[config.mk]
export PLATFORM = sky130hd
export DESIGN_NAME = rs_syndrome_horner_ctrl
export DESIGN_NICKNAME = d
export VERILOG_FILES = /design/src/rtl/rs_syndrome_horner_ctrl.sv
export SDC_FILE = /design/constraint.sdc
export NUM_CORES = 1
export LEC_CHECK = 0
export BUFFER_PORTS_ARGS = -buffer_cell sky130_fd_sc_hd__buf_4
export CAP_MARGIN = 20
export CORE_UTILIZATION = 50
export CTS_BUF_LIST = sky130_fd_sc_hd__clkbuf_2
export CTS_CLUSTER_DIAMETER = 30
export DETAILED_ROUTE_END_ITERATION = 10
export PLACE_DENSITY = 0.73
export RECOVER_POWER = 25
export SYNTH_ARGS = -nofsm -noshare
export SYNTH_HDL_FRONTEND = slang
export SYNTH_SLANG_ARGS = --single-unit
[constraint.sdc]
create_clock -name iclk -period 3.87 [get_ports iclk]
set_input_delay 0 -clock iclk [delete_from_list [all_inputs] [get_ports iclk]]
set_output_delay 0 -clock iclk [all_outputs]
set_load 0.03 [all_outputs]
[src/rtl/rs_syndrome_horner_ctrl.sv]
// Horner-rule sequencer for one Reed-Solomon syndrome over GF(2^m).
// Frames start on isop. The result is held with oval until iordy.
module rs_syndrome_horner_ctrl #(
   parameter int unsigned m      = 8,
   parameter int unsigned irrpol = 285,
   parameter int unsigned n      = 255
) (
   input  logic         iclk,
   input  logic         ireset_n,
   input  logic [m-1:0] iroot,
   input  logic         ival,
   input  logic         isop,
   input  logic [m-1:0] idat,
   output logic         oready,
   output logic         oval,
   output logic [m-1:0] osyndrome,
   output logic         ozero,
   output logic         oabort,
   input  logic         iordy
);

   localparam int unsigned cw = $clog2(n + 1);
   localparam logic [m-1:0] polylow = m'(irrpol);

   // Shift-and-add multiply with reduction folded into each doubling of a.
   function automatic logic [m-1:0] gf_mult_a_by_b_const(input logic [m-1:0] a,
                                                         input logic [m-1:0] b);
      logic [m-1:0] p;
      logic [m-1:0] aa;
      p  = '0;
      aa = a;
      for (int unsigned i = 0; i < m; i++) begin
         if (b[i]) p = p ^ aa;
         aa = aa[m-1] ? ((aa << 1) ^ polylow) : (aa << 1);
      end
      return p;
   endfunction

   typedef enum logic [1:0] {s_idle, s_acc, s_hold} state_t;

   state_t        state, state_d;
   logic [m-1:0]  acc, acc_d;
   logic [m-1:0]  root_r, root_d;
   logic [cw-1:0] cnt, cnt_d;
   logic [m-1:0]  syn_d;
   logic          zero_d;
   logic          abort_d;
   logic [m-1:0]  acc_step;
   logic [cw-1:0] cnt_inc;
   logic          accept;

   assign oready = (state != s_hold);
   assign oval   = (state == s_hold);

   always_ff @(posedge iclk or negedge ireset_n) begin
      if (!ireset_n) begin
         state     <= s_idle;
         acc       <= '0;
         root_r    <= '0;
         cnt       <= '0;
         osyndrome <= '0;
         ozero     <= 1'b0;
         oabort    <= 1'b0;
      end else begin
         state     <= state_d;
         acc       <= acc_d;
         root_r    <= root_d;
         cnt       <= cnt_d;
         osyndrome <= syn_d;
         ozero     <= zero_d;
         oabort    <= abort_d;
      end
   end

   always_comb begin
      state_d  = state;
      acc_d    = acc;
      root_d   = root_r;
      cnt_d    = cnt;
      syn_d    = osyndrome;
      zero_d   = ozero;
      abort_d  = 1'b0;
      accept   = ival & oready;
      acc_step = gf_mult_a_by_b_const(acc, root_r) ^ idat;
      cnt_inc  = cnt + cw'(1);
      case (state)
         s_idle: begin
            if (accept && isop) begin
               acc_d   = idat;
               root_d  = iroot;
               cnt_d   = cw'(1);
               state_d = s_acc;
            end
         end
         s_acc: begin
            if (accept) begin
               if (isop) begin
                  // Mid-frame sop restarts the frame; n >= 2 keeps us in s_acc.
                  abort_d = 1'b1;
                  acc_d   = idat;
                  root_d  = iroot;
                  cnt_d   = cw'(1);
               end else begin
                  acc_d = acc_step;
                  cnt_d = cnt_inc;
                  if (cnt_inc == cw'(n)) begin
                     syn_d   = acc_step;
                     zero_d  = (acc_step == '0);
                     state_d = s_hold;
                  end
               end
            end
         end
         s_hold: begin
            if (iordy) state_d = s_idle;
         end
         default: state_d = s_idle;
      endcase
   end

endmodule

==> summary.md, run 1 <==
The startpoint type of the worst setup path is a flip-flop. Wires add up to 6.65 mm. The synthesized design contains 0 enable-type register cells.

The path with the worst hold slack has its endpoint at acc[4]. Counting every net in the synthesized netlist gives 348. The number of setup buffers added after CTS is 0. The tools report the die outline area as 6240 sq um. Clock-pin slew was measured on the worst setup and hold paths at 0.21 ns. The floorplan has 27 rows. The switching fraction of total power was 0.444. By area the synthesized netlist is led by sky130_fd_sc_hd__dfrtp_1 30%, sky130_fd_sc_hd__xnor2_1 12%, sky130_fd_sc_hd__nand2_1 8.5%, sky130_fd_sc_hd__xor2_1 7.1%, sky130_fd_sc_hd__xnor3_1 6.8%. The actual transition at the worst max-transition pin came out at 1.95 ns. Timing would allow up to 330 MHz. Synthesis produced 325 cells. The multi-input combinational cells in the finished layout cover a total of 1910 sq um. For the worst setup path, the data arrival time is 3.37 ns. Via count of the first global-routing pass: 2284. Total congestion overflow: 0. The run gives 0 as the post-cts resize count.

Summed over all cells, the static leakage comes to 1.58 nW. At the end of the flow, the number of nets in the layout was 385. Ranked by instance count, the synthesized netlist is headed by 67 x sky130_fd_sc_hd__nand2_1, 42 x sky130_fd_sc_hd__xnor2_1, 36 x sky130_fd_sc_hd__dfrtp_1. During I/O placement, the number of pins put on the boundary was 33. The worst hold path was traced through 4 stages. Overall die width: 79.0 microns.

Across the whole layout, storage elements account for 901 sq um. The via density per instance was 5.46. The filler cells instantiated in the layout total 490.

The tools report the worst slew margin relative to its limit as -0.301. Number of max-slew violations in the final report: 37. A synthesized cell averages 9.12 sq um.

Buffers inserted during clock tree synthesis total 5. The share of power burned in the clock network came out at 0.068. The logs give 2970 sq um for the area of the mapped netlist and 11.1 mm for the first-pass GRT wire length. The worst stage delay on the critical path is 0.65 ns, and the post-synthesis sequential element count is 36. Data on the critical path is required at its endpoint by 4.21 ns. After the first detailed-routing iteration, the DRC count stood at 186. For this design the total switching power over the nets is 1.64 mW.

The run gives 0 as the number of antenna violations at the first check in global routing. The wire length per cell after detailed routing is 15.3 microns, and the post-route minimum period is 3.03 ns. Logic gate share of total power: 0.762. The share of cells above drive strength 1 came out at 0.168.

Library cell with the largest summed area after synthesis: sky130_fd_sc_hd__dfrtp_1. The area growth from synthesis to layout is 16.4%. Share of flip-flops with an asynchronous set or reset: 1.00. For the number of endpoints failing setup at the final stage, the log shows 0. The overall fraction of global-route tracks in use is 0.237. Hold is met by 0.0329 ns.

The master of the slowest instance on the critical path was sky130_fd_sc_hd__dfrtp_1. During synthesis, Yosys emitted a total of 0 warnings. The H-tree was split into 2 levels.

For the share of the yosys chip area belonging to registers, the log shows 0.304. The type of the tightest min-delay check is in -> reg. The critical path in this run is classified as reg -> reg. The period utilization works out to 0.784. The checks that failed: capacitance limit, slew limit. The first detailed-routing pass took 5 iterations.

Along the worst path, the maximum fanout reaches 12. For the number of nets with antenna violations after routing, the log shows 0. The clock passes through at most 2 buffers.

Traced cell by cell, the critical path runs through xor3_1, xnor2_1, nand2_1, xnor3_1, xnor3_1, or4_1, o31ai_1. Measured in cells, the most critical reg-to-reg path has a length of 7. For the worst-skew pair, the clock arrives at the later sink with an insertion delay of 0.41 ns.

The top flip-flop cell by instance count after synthesis was sky130_fd_sc_hd__dfrtp_1. Measured along the y axis, the die boundary spans 79.0 microns. IR analysis of the VDD net gives a maximum drop of 527 uV. In this run the power density over the cells is 1070 nW/um^2. The fraction of synthesized cell area taken by the top area cell type is 0.304. The critical path endpoint category is a flip-flop. Entering global routing, the biggest net connects 37 pins. The initial cell density of the core came out at 0.529. The vias after detailed routing was 2374. Adding up every negative setup slack in the final design gives 0 ns. The max-cap check violation count was 1. sky130_fd_sc_hd__nand2_1 is the most common cell in the netlist.

Setup repair after global routing left no endpoint under its margin. The number of different library cells used by synthesis comes to 44. Core region area: 5610 sq um.

The startpoint identified for the worst register-to-register timing path is acc[2]. CTS saw 36 sinks. The startpoint identified for the worst hold timing path is idat[4]. For the number of endpoints with negative hold slack in the final report, the log shows 0. For the placer congestion estimate, the log shows 0.859.

Terminus of the critical flop-to-flop path: ozero. The wire-length estimate of the detail-placed layout is 4.74 mm. The repair_antennas step left the layout with diodes totalling 0. By instance count, the cell type seen most on the critical path is sky130_fd_sc_hd__xnor3_1. The worst-case clock skew is 0.0256 ns. The sequential fraction of design power was 0.170; the internal portion of total power was 2.05 mW. The setup check on the worst reg-to-reg path leaves a slack of 0.84 ns.

The count of port buffers added during placement was 32. The run finished, with violations left. TritonCTS built the clock tree. Cell at the root of the clock tree: sky130_fd_sc_hd__clkbuf_2. For this run, design rule violations remaining after detail routing come to 0.
## worst max path at each step
stage / slack [ns] / end / start / cells past startpoint
3_5_place_dp: 0.86 / ozero / acc[2] / 7
2_1_floorplan: 1.13 / ozero / acc[5] / 8
4_1_cts: 0.85 / ozero / acc[2] / 7
3_3_place_gp: 1.00 / ozero / acc[3] / 7
6_report: 0.84 / ozero / acc[2] / 7
5_1_grt: 0.69 / ozero / acc[2] / 7
## layout make-up
type	count	area share
Inverter	8	0.00870
Multi-Input combinational cell	257	0.554
Sequential cell	36	0.261
Timing Repair Buffer	54	0.130
Clock buffer	5	0.00725
Clock inverter	3	0.0123
Tap cell	72	0.0261
## timing repair
action                     4_1_cts  5_1_grt
hold endpoints to repair        53        0
setup endpoints to repair        0        0
hold buffers                    19        0
## per-layer routing
layer,GRT usage,vias to the layer above,routed length (microns)
met5,0,-,0
met4,0.100,0,179
met1,0.317,1117,3020
met2,0.380,89,3050
met3,0.0368,18,397
li1,-,1150,-
## stage by stage
| stage | util | cells | total power [mW] | setup WS [ns] | instance area [sq um] |
|---|---|---|---|---|---|
| after floorplan | - | 325 | 2.96 | 1.13 | 2970 |
| after global placement | 0.570 | 408 | 3.35 | 1.00 | 3200 |
| after detailed placement | 0.570 | 408 | 3.40 | 0.860 | 3200 |
| after CTS | 0.616 | 435 | 3.68 | 0.854 | 3450 |
| after global routing | 0.615 | 435 | 3.92 | 0.686 | 3450 |
| final | 0.615 | 435 | 3.68 | 0.836 | 3450 |
## cell usage in the layout, fill, tap and decap left out, drive strengths merged, types with 2 or more instances in the layout
cell type / count
mux2i: 6
inv: 8
dfrtp: 36
nand2b: 6
nand2: 67
o211ai: 3
nor3b: 2
clkbuf: 6
buf: 34
a211oi: 2
nor2b: 5
and3: 3
xnor3: 10
a21o: 3
a21oi: 5
nand3: 5
ha: 2
o22ai: 2
o31ai: 6
xnor2: 43
or4: 2
xor2: 25
mux2: 14
nor2: 16
xor3: 2
dlygate4sd3: 19
o21ai: 18
## sequential cells by signal (all words and copies together) (netlist names)
signal / flops
oabort: 1
acc: 8
state: 2
ozero: 1
osyndrome: 8
cnt: 8
root_r: 8
## logic make-up (layout without fill, tap and decap cells)
kind of cell    count (synthesis)  after routing  share of synthesized area
buf+inv                        32             70                     0.0540
mux                            20             20                     0.0734
simple gates                  110            110                      0.163
compound gates                 45             45                     0.0954
fa+ha+maj                       2              2                    0.00844
flops                          36             36                      0.304
xor+xnor                       80             80                      0.302
## power groups by stage
stage                     sequential, mW  clock (mW)  combinational, mW
after floorplan                    0.488           0               2.47
after global placement             0.628           0               2.72
after detailed placement           0.632           0               2.77
final                              0.628       0.251               2.81
after global routing               0.648       0.268               3.00
after CTS                          0.624       0.256               2.80
## critical path: cells and delay by family (launching register included)
kind	cells	cell delay (ns)
xor+xnor	4	1.61
flops	1	0.65
simple gates	2	0.51
compound gates	1	0.20
Power figures use the tool's default switching activity.
==> inputs of run 2 (changes only) <==
PLACE_DENSITY = 0.75   (was 0.73)
clock period = 2.7 ns   (was 3.87 ns; I/O delays follow)
==> run 2 against run 1 <==
Compared with the run above: largest cell class unchanged; count of clock-buffer cells in the layout unchanged; the flow still finishes with violations (capacitance limit, slew limit); critical path depth increased by 1; global-route usage increased by 0.58 points; worst setup slack got worse by 0.79 ns.
==> summary.md, run 2 (synthesis results as in run 1) <==
The number of ports placed on the die boundary is 33 (unchanged). The critical path endpoint category was a flip-flop (unchanged). The logs give 27 (unchanged) for the cell row count and 0.0431 ns (was 0.0329 ns) for the worst hold margin. The actual transition at the worst max-transition pin is 1.96 ns (was 1.95 ns). The number of buffers added by the clock tree synthesis step was 5 (unchanged); the largest driver fanout on the critical path was 6 (was 12). TritonCTS built the clock tree. The period utilization is 0.982 (was 0.784), and the remaining routing DRC violations is 0 (unchanged). The die outline area is 6240 sq um (unchanged), and the placer congestion estimate is 0.887 (was 0.859).

The run gives 1 (unchanged) as the max-cap check violation count. The total congestion overflow was 0 (unchanged). The via count of the first global-routing pass is 2417 (was 2284), and the clock-pin slew on the worst setup and hold paths is 0.22 ns (was 0.21 ns). The run gives 2050 sq um (was 1910 sq um) as the footprint of the multi-input gates.

For the first-pass detailed-route iteration total, the log shows 4 (was 5). The via density per instance is 5.52 (was 5.46). The buffer depth of the longest clock path was 2 (unchanged). The startpoint type of the worst setup path is a flip-flop (unchanged). The worst-case clock skew is 0.0309 ns (was 0.0256 ns), and the core utilization of the finished layout is 0.695 (was 0.615).

The worst slew margin relative to its limit was -0.304 (was -0.301); the first-pass GRT wire length was 11.5 mm (was 11.1 mm). Type of the tightest min-delay check: in -> reg (unchanged). Combined flip-flop and latch cell area: 906 sq um (was 901 sq um). The run finished, with violations left. For the detailed router's first-iteration violation count, the log shows 189 (was 186). The non-filler instance count after layout was 474 (was 435). The logs give 0 (unchanged) for the number of antenna violations at the first check in global routing and 3390 sq um (was 3200 sq um) for the instance area at placement.

The overall die width was 79.0 microns (unchanged). Most frequent standard cell in the layout excluding fill and tap cells: sky130_fd_sc_hd__buf_4 (was sky130_fd_sc_hd__nand2_1). The wire length per cell after detailed routing is 16.6 microns (was 15.3 microns). The run gives 0.39 ns (was 0.41 ns) as the clock insertion delay at the later pin of the skew report. The core region area is 5610 sq um (unchanged). The critical path start-end classification was reg -> reg (unchanged). The number of max-slew violations in the final report was 37 (unchanged); the placed instance count was 434 (was 408). The fill cell instance count of the final layout is 418 (was 490), and the share of cells above drive strength 1 is 0.299 (was 0.168). The initial cell density of the core is 0.529 (unchanged).

The routed wire length is 7.88 mm (was 6.65 mm), and the antenna cell count is 0 (unchanged). The data required time at the worst endpoint was 3.02 ns (was 4.21 ns). The number of nets with antenna violations after routing is 0 (unchanged).

The number of H-tree branching levels was 2 (unchanged); the final design instance area without fill was 3900 sq um (was 3450 sq um). The run gives 0 (unchanged) as the number of endpoints with negative hold slack in the final report. The number of endpoints failing setup at the final stage is 0 (unchanged).

Highest-count cells in the layout ignoring fill and taps: 71 x sky130_fd_sc_hd__buf_4, 67 x sky130_fd_sc_hd__nand2_1, 33 x sky130_fd_sc_hd__xnor2_1, 32 x sky130_fd_sc_hd__dfrtp_1, 22 x sky130_fd_sc_hd__xor2_1 (was 67 x sky130_fd_sc_hd__nand2_1, 42 x sky130_fd_sc_hd__xnor2_1, 36 x sky130_fd_sc_hd__dfrtp_1, 34 x sky130_fd_sc_hd__buf_4, 24 x sky130_fd_sc_hd__xor2_1). The run gives 5.08 mm (was 4.74 mm) as the total half-perimeter wirelength after legalization and detailed placement. The pin count of the biggest net entering global routing is 37 (unchanged), and the relative area change from synthesis to final layout is 31.5% (was 16.4%). The post-route minimum period is 2.65 ns (was 3.03 ns), and the top achievable clock speed is 377 MHz (was 330 MHz). The final net count was 424 (was 385). The worst endpoint data arrival time was 2.97 ns (was 3.37 ns). Violated checks: capacitance limit, slew limit (unchanged).

The height of the die is 79.0 microns (unchanged). The count of port buffers added during placement is 32 (unchanged). The vias after detailed routing is 2618 (was 2374). The number of sinks on the clock net is 36 (unchanged). The tools report the overall fraction of global-route tracks in use as 0.242 (was 0.237). The cell at the root of the clock tree was sky130_fd_sc_hd__clkbuf_2 (unchanged).
[run 2: cell type report]
cell class / instances / share of cell area
sequential: 36 / 0.232
timing repair buffer: 93 / 0.195
clock inverter: 3 / 0.0109
multi-input combinational: 257 / 0.525
inverter: 8 / 0.00770
tap: 72 / 0.0231
clock buffer: 5 / 0.00642
[run 2: layer usage]
| metal | vias to the layer above | global-route usage | wire length, microns |
|---|---|---|---|
| met5 | - | 0 | 0 |
| met4 | 0 | 0.0855 | 216 |
| met3 | 22 | 0.0276 | 492 |
| met2 | 114 | 0.407 | 3940 |
| met1 | 1258 | 0.323 | 3230 |
| li1 | 1224 | - | - |
[run 2: critical path, cell delays in order, from the launching register on]
cell,delay (ns)
sky130_fd_sc_hd__dfrtp_2,0.50
sky130_fd_sc_hd__buf_6,0.15
sky130_fd_sc_hd__xor2_4,0.18
sky130_fd_sc_hd__xnor2_2,0.25
sky130_fd_sc_hd__nand2_1,0.15
sky130_fd_sc_hd__xor2_1,0.16
sky130_fd_sc_hd__xnor3_1,0.46
sky130_fd_sc_hd__or4b_4,0.57
sky130_fd_sc_hd__o31ai_4,0.17
[run 2: worst paths after layout]
kind | startpoint | endpoint | slack (ns) | depth (start not counted)
worst min register to register | cnt[7] | cnt[7] | 0.50 | 1
worst max-delay path | acc[6] | ozero | 0.05 | 8
worst min-delay path | idat[4] | acc[4] | 0.04 | 4
max in group asynchronous | ireset_n | acc[6] | 0.79 | 2
min in group asynchronous | ireset_n | cnt[7] | 0.67 | 2
worst max register to register | acc[6] | ozero | 0.05 | 8
[run 2: timing repair]
action,in CTS,in global routing
setup buffers,1,13
hold buffers,18,0
pin swaps,0,14
setup endpoints to repair,1,1
gates resized for setup,3,26
hold endpoints to repair,53,0
[run 2: per-stage QoR]
step | setup slack (ns) | TNS, ns
detailed placement | -0.0475 | -0.0475
finish | 0.0489 | 0
CTS | 0.0276 | 0
floorplan | 0.0816 | 0
global placement | 0.0839 | 0
global route | -0.0444 | -0.0444
Power of run 2 is left out: the tool's default activity adds up to more than one toggle a clock period on the data nets, which glitch-free logic cannot reach.
==> inputs of run 3 (changes only) <==
RECOVER_POWER = 100   (was 25)
==> run 3 against run 2 <==
Compared with the run above: the flow still finishes with violations (capacitance limit, slew limit); cell count unchanged; critical path depth unchanged; wire length decreased by 0.46%; highest routed layer unchanged; critical path type unchanged; register-to-register slack about the same; cell area decreased by 1.5%; count of clock-buffer cells in the layout unchanged; first-iteration DRC count decreased by 17%; core utilization decreased by 1.0 points; sequential cell count unchanged; fmax decreased by 0.19%; global-route usage unchanged; sequential share of layout area increased by 0.35 points.
==> summary.md, run 3 (synthesis results as in run 1) <==
The tools report the final net count as 424 (unchanged). The wire length per cell after detailed routing is 16.5 microns (was 16.6 microns). The run gives 6240 sq um (unchanged) as the die outline area. Cell at the root of the clock tree: sky130_fd_sc_hd__clkbuf_2 (unchanged). The relative area change from synthesis to final layout was 29.6% (was 31.5%). Violated checks: capacitance limit, slew limit (unchanged). The total congestion overflow is 0 (unchanged), and the placer congestion estimate is 0.887 (unchanged). The post-route minimum period was 2.66 ns (was 2.65 ns); the number of sinks on the clock net was 36 (unchanged). For the clock insertion delay at the later pin of the skew report, the log shows 0.39 ns (about the same). Number of nets with antenna violations after routing: 0 (unchanged). The terminus of the critical flop-to-flop path was ozero (unchanged). The combined flip-flop and latch cell area is 906 sq um (unchanged), and the via count of the first global-routing pass is 2417 (unchanged). The worst stage delay on the critical path came out at 0.57 ns (about the same). Crit path cell chain: buf_6, xor2_4, xnor2_2, nand2_1, xor2_1, xnor3_1, or4b_4, o31ai_4 (unchanged). The worst reg2reg path startpoint is acc[6] (unchanged).

Depth of the worst register-to-register path: 8 (unchanged). The run gives 27 (unchanged) as the cell row count. The via density per instance is 5.51 (was 5.52). The number of H-tree branching levels is 2 (unchanged), and the top achievable clock speed is 376 MHz (was 377 MHz).

Critical path endpoint category: a flip-flop (unchanged). The logs give 3.01 ns (was 3.02 ns) for the data required time at the worst endpoint and 436 (was 418) for the fill cell instance count of the final layout. The count of port buffers added during placement was 32 (unchanged); the first-pass detailed-route iteration total was 5 (was 4). The number of endpoints with negative hold slack in the final report is 0 (unchanged). Master of the slowest instance on the critical path: sky130_fd_sc_hd__or4b_4 (unchanged).

The share of cells above drive strength 1 came out at 0.261 (was 0.299). The hold path depth works out to 4 (unchanged). The number of antenna violations at the first check in global routing is 0 (unchanged). Highest-count cells in the layout ignoring fill and taps: 67 x sky130_fd_sc_hd__nand2_1, 57 x sky130_fd_sc_hd__buf_4, 33 x sky130_fd_sc_hd__xnor2_1, 32 x sky130_fd_sc_hd__dfrtp_1, 22 x sky130_fd_sc_hd__xor2_1 (was 71 x sky130_fd_sc_hd__buf_4, 67 x sky130_fd_sc_hd__nand2_1, 33 x sky130_fd_sc_hd__xnor2_1, 32 x sky130_fd_sc_hd__dfrtp_1, 22 x sky130_fd_sc_hd__xor2_1).

Worst endpoint data arrival time: 2.97 ns (about the same). The tools report the worst setup path endpoint as ozero (unchanged). The overall fraction of global-route tracks in use is 0.242 (unchanged). TritonCTS built the clock tree. The logs give 5.08 mm (unchanged) for the total half-perimeter wirelength after legalization and detailed placement and 2040 sq um (was 2050 sq um) for the footprint of the multi-input gates. The run gives 0.529 (unchanged) as the initial cell density of the core. The height of the die is 79.0 microns (unchanged), and the period utilization is 0.984 (was 0.982).

Antenna cell count: 0 (unchanged). For the worst slew margin relative to its limit, the log shows -0.300 (was -0.304). The logs give 0 (unchanged) for the remaining routing DRC violations and 0.0303 ns (was 0.0309 ns) for the worst-case clock skew. Critical path start-end classification: reg -> reg (unchanged). The run finished, with violations left. The most frequent standard cell in the layout excluding fill and tap cells was sky130_fd_sc_hd__nand2_1 (was sky130_fd_sc_hd__buf_4). The vias after detailed routing was 2614 (was 2618). The logs give 0.0438 ns (was 0.0489 ns) for the final critical-path setup slack and 156 (was 189) for the detailed router's first-iteration violation count. The run gives 7.84 mm (was 7.88 mm) as the routed wire length.

The startpoint of the worst setup timing path is acc[6] (unchanged). Setup slack of the worst register-to-register path: 0.04 ns (was 0.05 ns). The pin count of the biggest net entering global routing is 37 (unchanged), and the actual transition at the worst max-transition pin is 1.95 ns (was 1.96 ns). The startpoint type of the worst setup path was a flip-flop (unchanged).

The worst-case setup slack after placement was -0.0475 ns (unchanged); the number of max-slew violations in the final report was 37 (unchanged). Core region area: 5610 sq um (unchanged). The number of ports placed on the die boundary is 33 (unchanged), and the clock-pin slew on the worst setup and hold paths is 0.22 ns (about the same).

The max-cap check violation count is 1 (unchanged), and the buffer depth of the longest clock path is 2 (unchanged). The overall die width works out to 79.0 microns (unchanged). The number of buffers added by the clock tree synthesis step came out at 5 (unchanged). The first-pass GRT wire length is 11.5 mm (unchanged), and the largest driver fanout on the critical path is 6 (unchanged).

The number of endpoints failing setup at the final stage came out at 0 (unchanged). The type of the tightest min-delay check is in -> reg (unchanged).
## run 3: per-stage QoR
| stage | cell area, sq um | TNS, ns | hold slack [ns] | instances | utilization |
|---|---|---|---|---|---|
| 2_1_floorplan | 2970 | 0 | -0.296 | 325 | - |
| 3_3_place_gp | 3390 | 0 | -0.0108 | 434 | 0.604 |
| 3_5_place_dp | 3390 | -0.0475 | -0.0114 | 434 | 0.604 |
| 4_1_cts | 3660 | 0 | 0.0217 | 461 | 0.653 |
| 5_1_grt | 3840 | -0.0444 | 0.0477 | 474 | 0.685 |
| 6_report | 3840 | 0 | 0.0444 | 474 | 0.685 |
## run 3: worst min-delay path by stage
stage,from,endpoint,slack (ns)
2_1_floorplan,ireset_n,acc[0],-0.30
3_3_place_gp,ireset_n,cnt[0],-0.01
3_5_place_dp,ireset_n,state[0],-0.01
4_1_cts,idat[5],acc[5],0.02
5_1_grt,idat[5],acc[5],0.05
6_report,idat[4],acc[4],0.04
## run 3: cell type report
type | instances | area share
clock buffers | 5 | 0.00651
clock inverters | 3 | 0.0111
inverters | 8 | 0.00782
multi-input cells | 257 | 0.531
flip-flops and latches | 36 | 0.236
well taps | 72 | 0.0234
repair buffers | 93 | 0.184
## run 3: critical path, delay by kind of cell, from the launching register on
| family | cells | cell delay, ns |
|---|---|---|
| xor+xnor | 4 | 1.05 |
| simple gates | 2 | 0.72 |
| flops | 1 | 0.50 |
| compound gates | 1 | 0.17 |
| buf+inv | 1 | 0.15 |
## run 3: repair_timing
action                                 in CTS  in global routing
endpoints found under the hold margin      53                  0
resized for setup                           3                 26
setup endpoints to repair                   1                  1
hold buffers                               18                  0
pin swaps                                   0                 14
buffers inserted                            1                 13
## run 3: metal layers
| layer | global-route usage | vias to the layer above | part of all wire |
|---|---|---|---|
| li1 | - | 1223 | - |
| met1 | 0.323 | 1254 | 0.41 |
| met2 | 0.407 | 111 | 0.50 |
| met3 | 0.0276 | 26 | 0.063 |
| met4 | 0.0855 | 0 | 0.030 |
| met5 | 0 | - | 0 |
Power of run 3 is left out for the same reason.
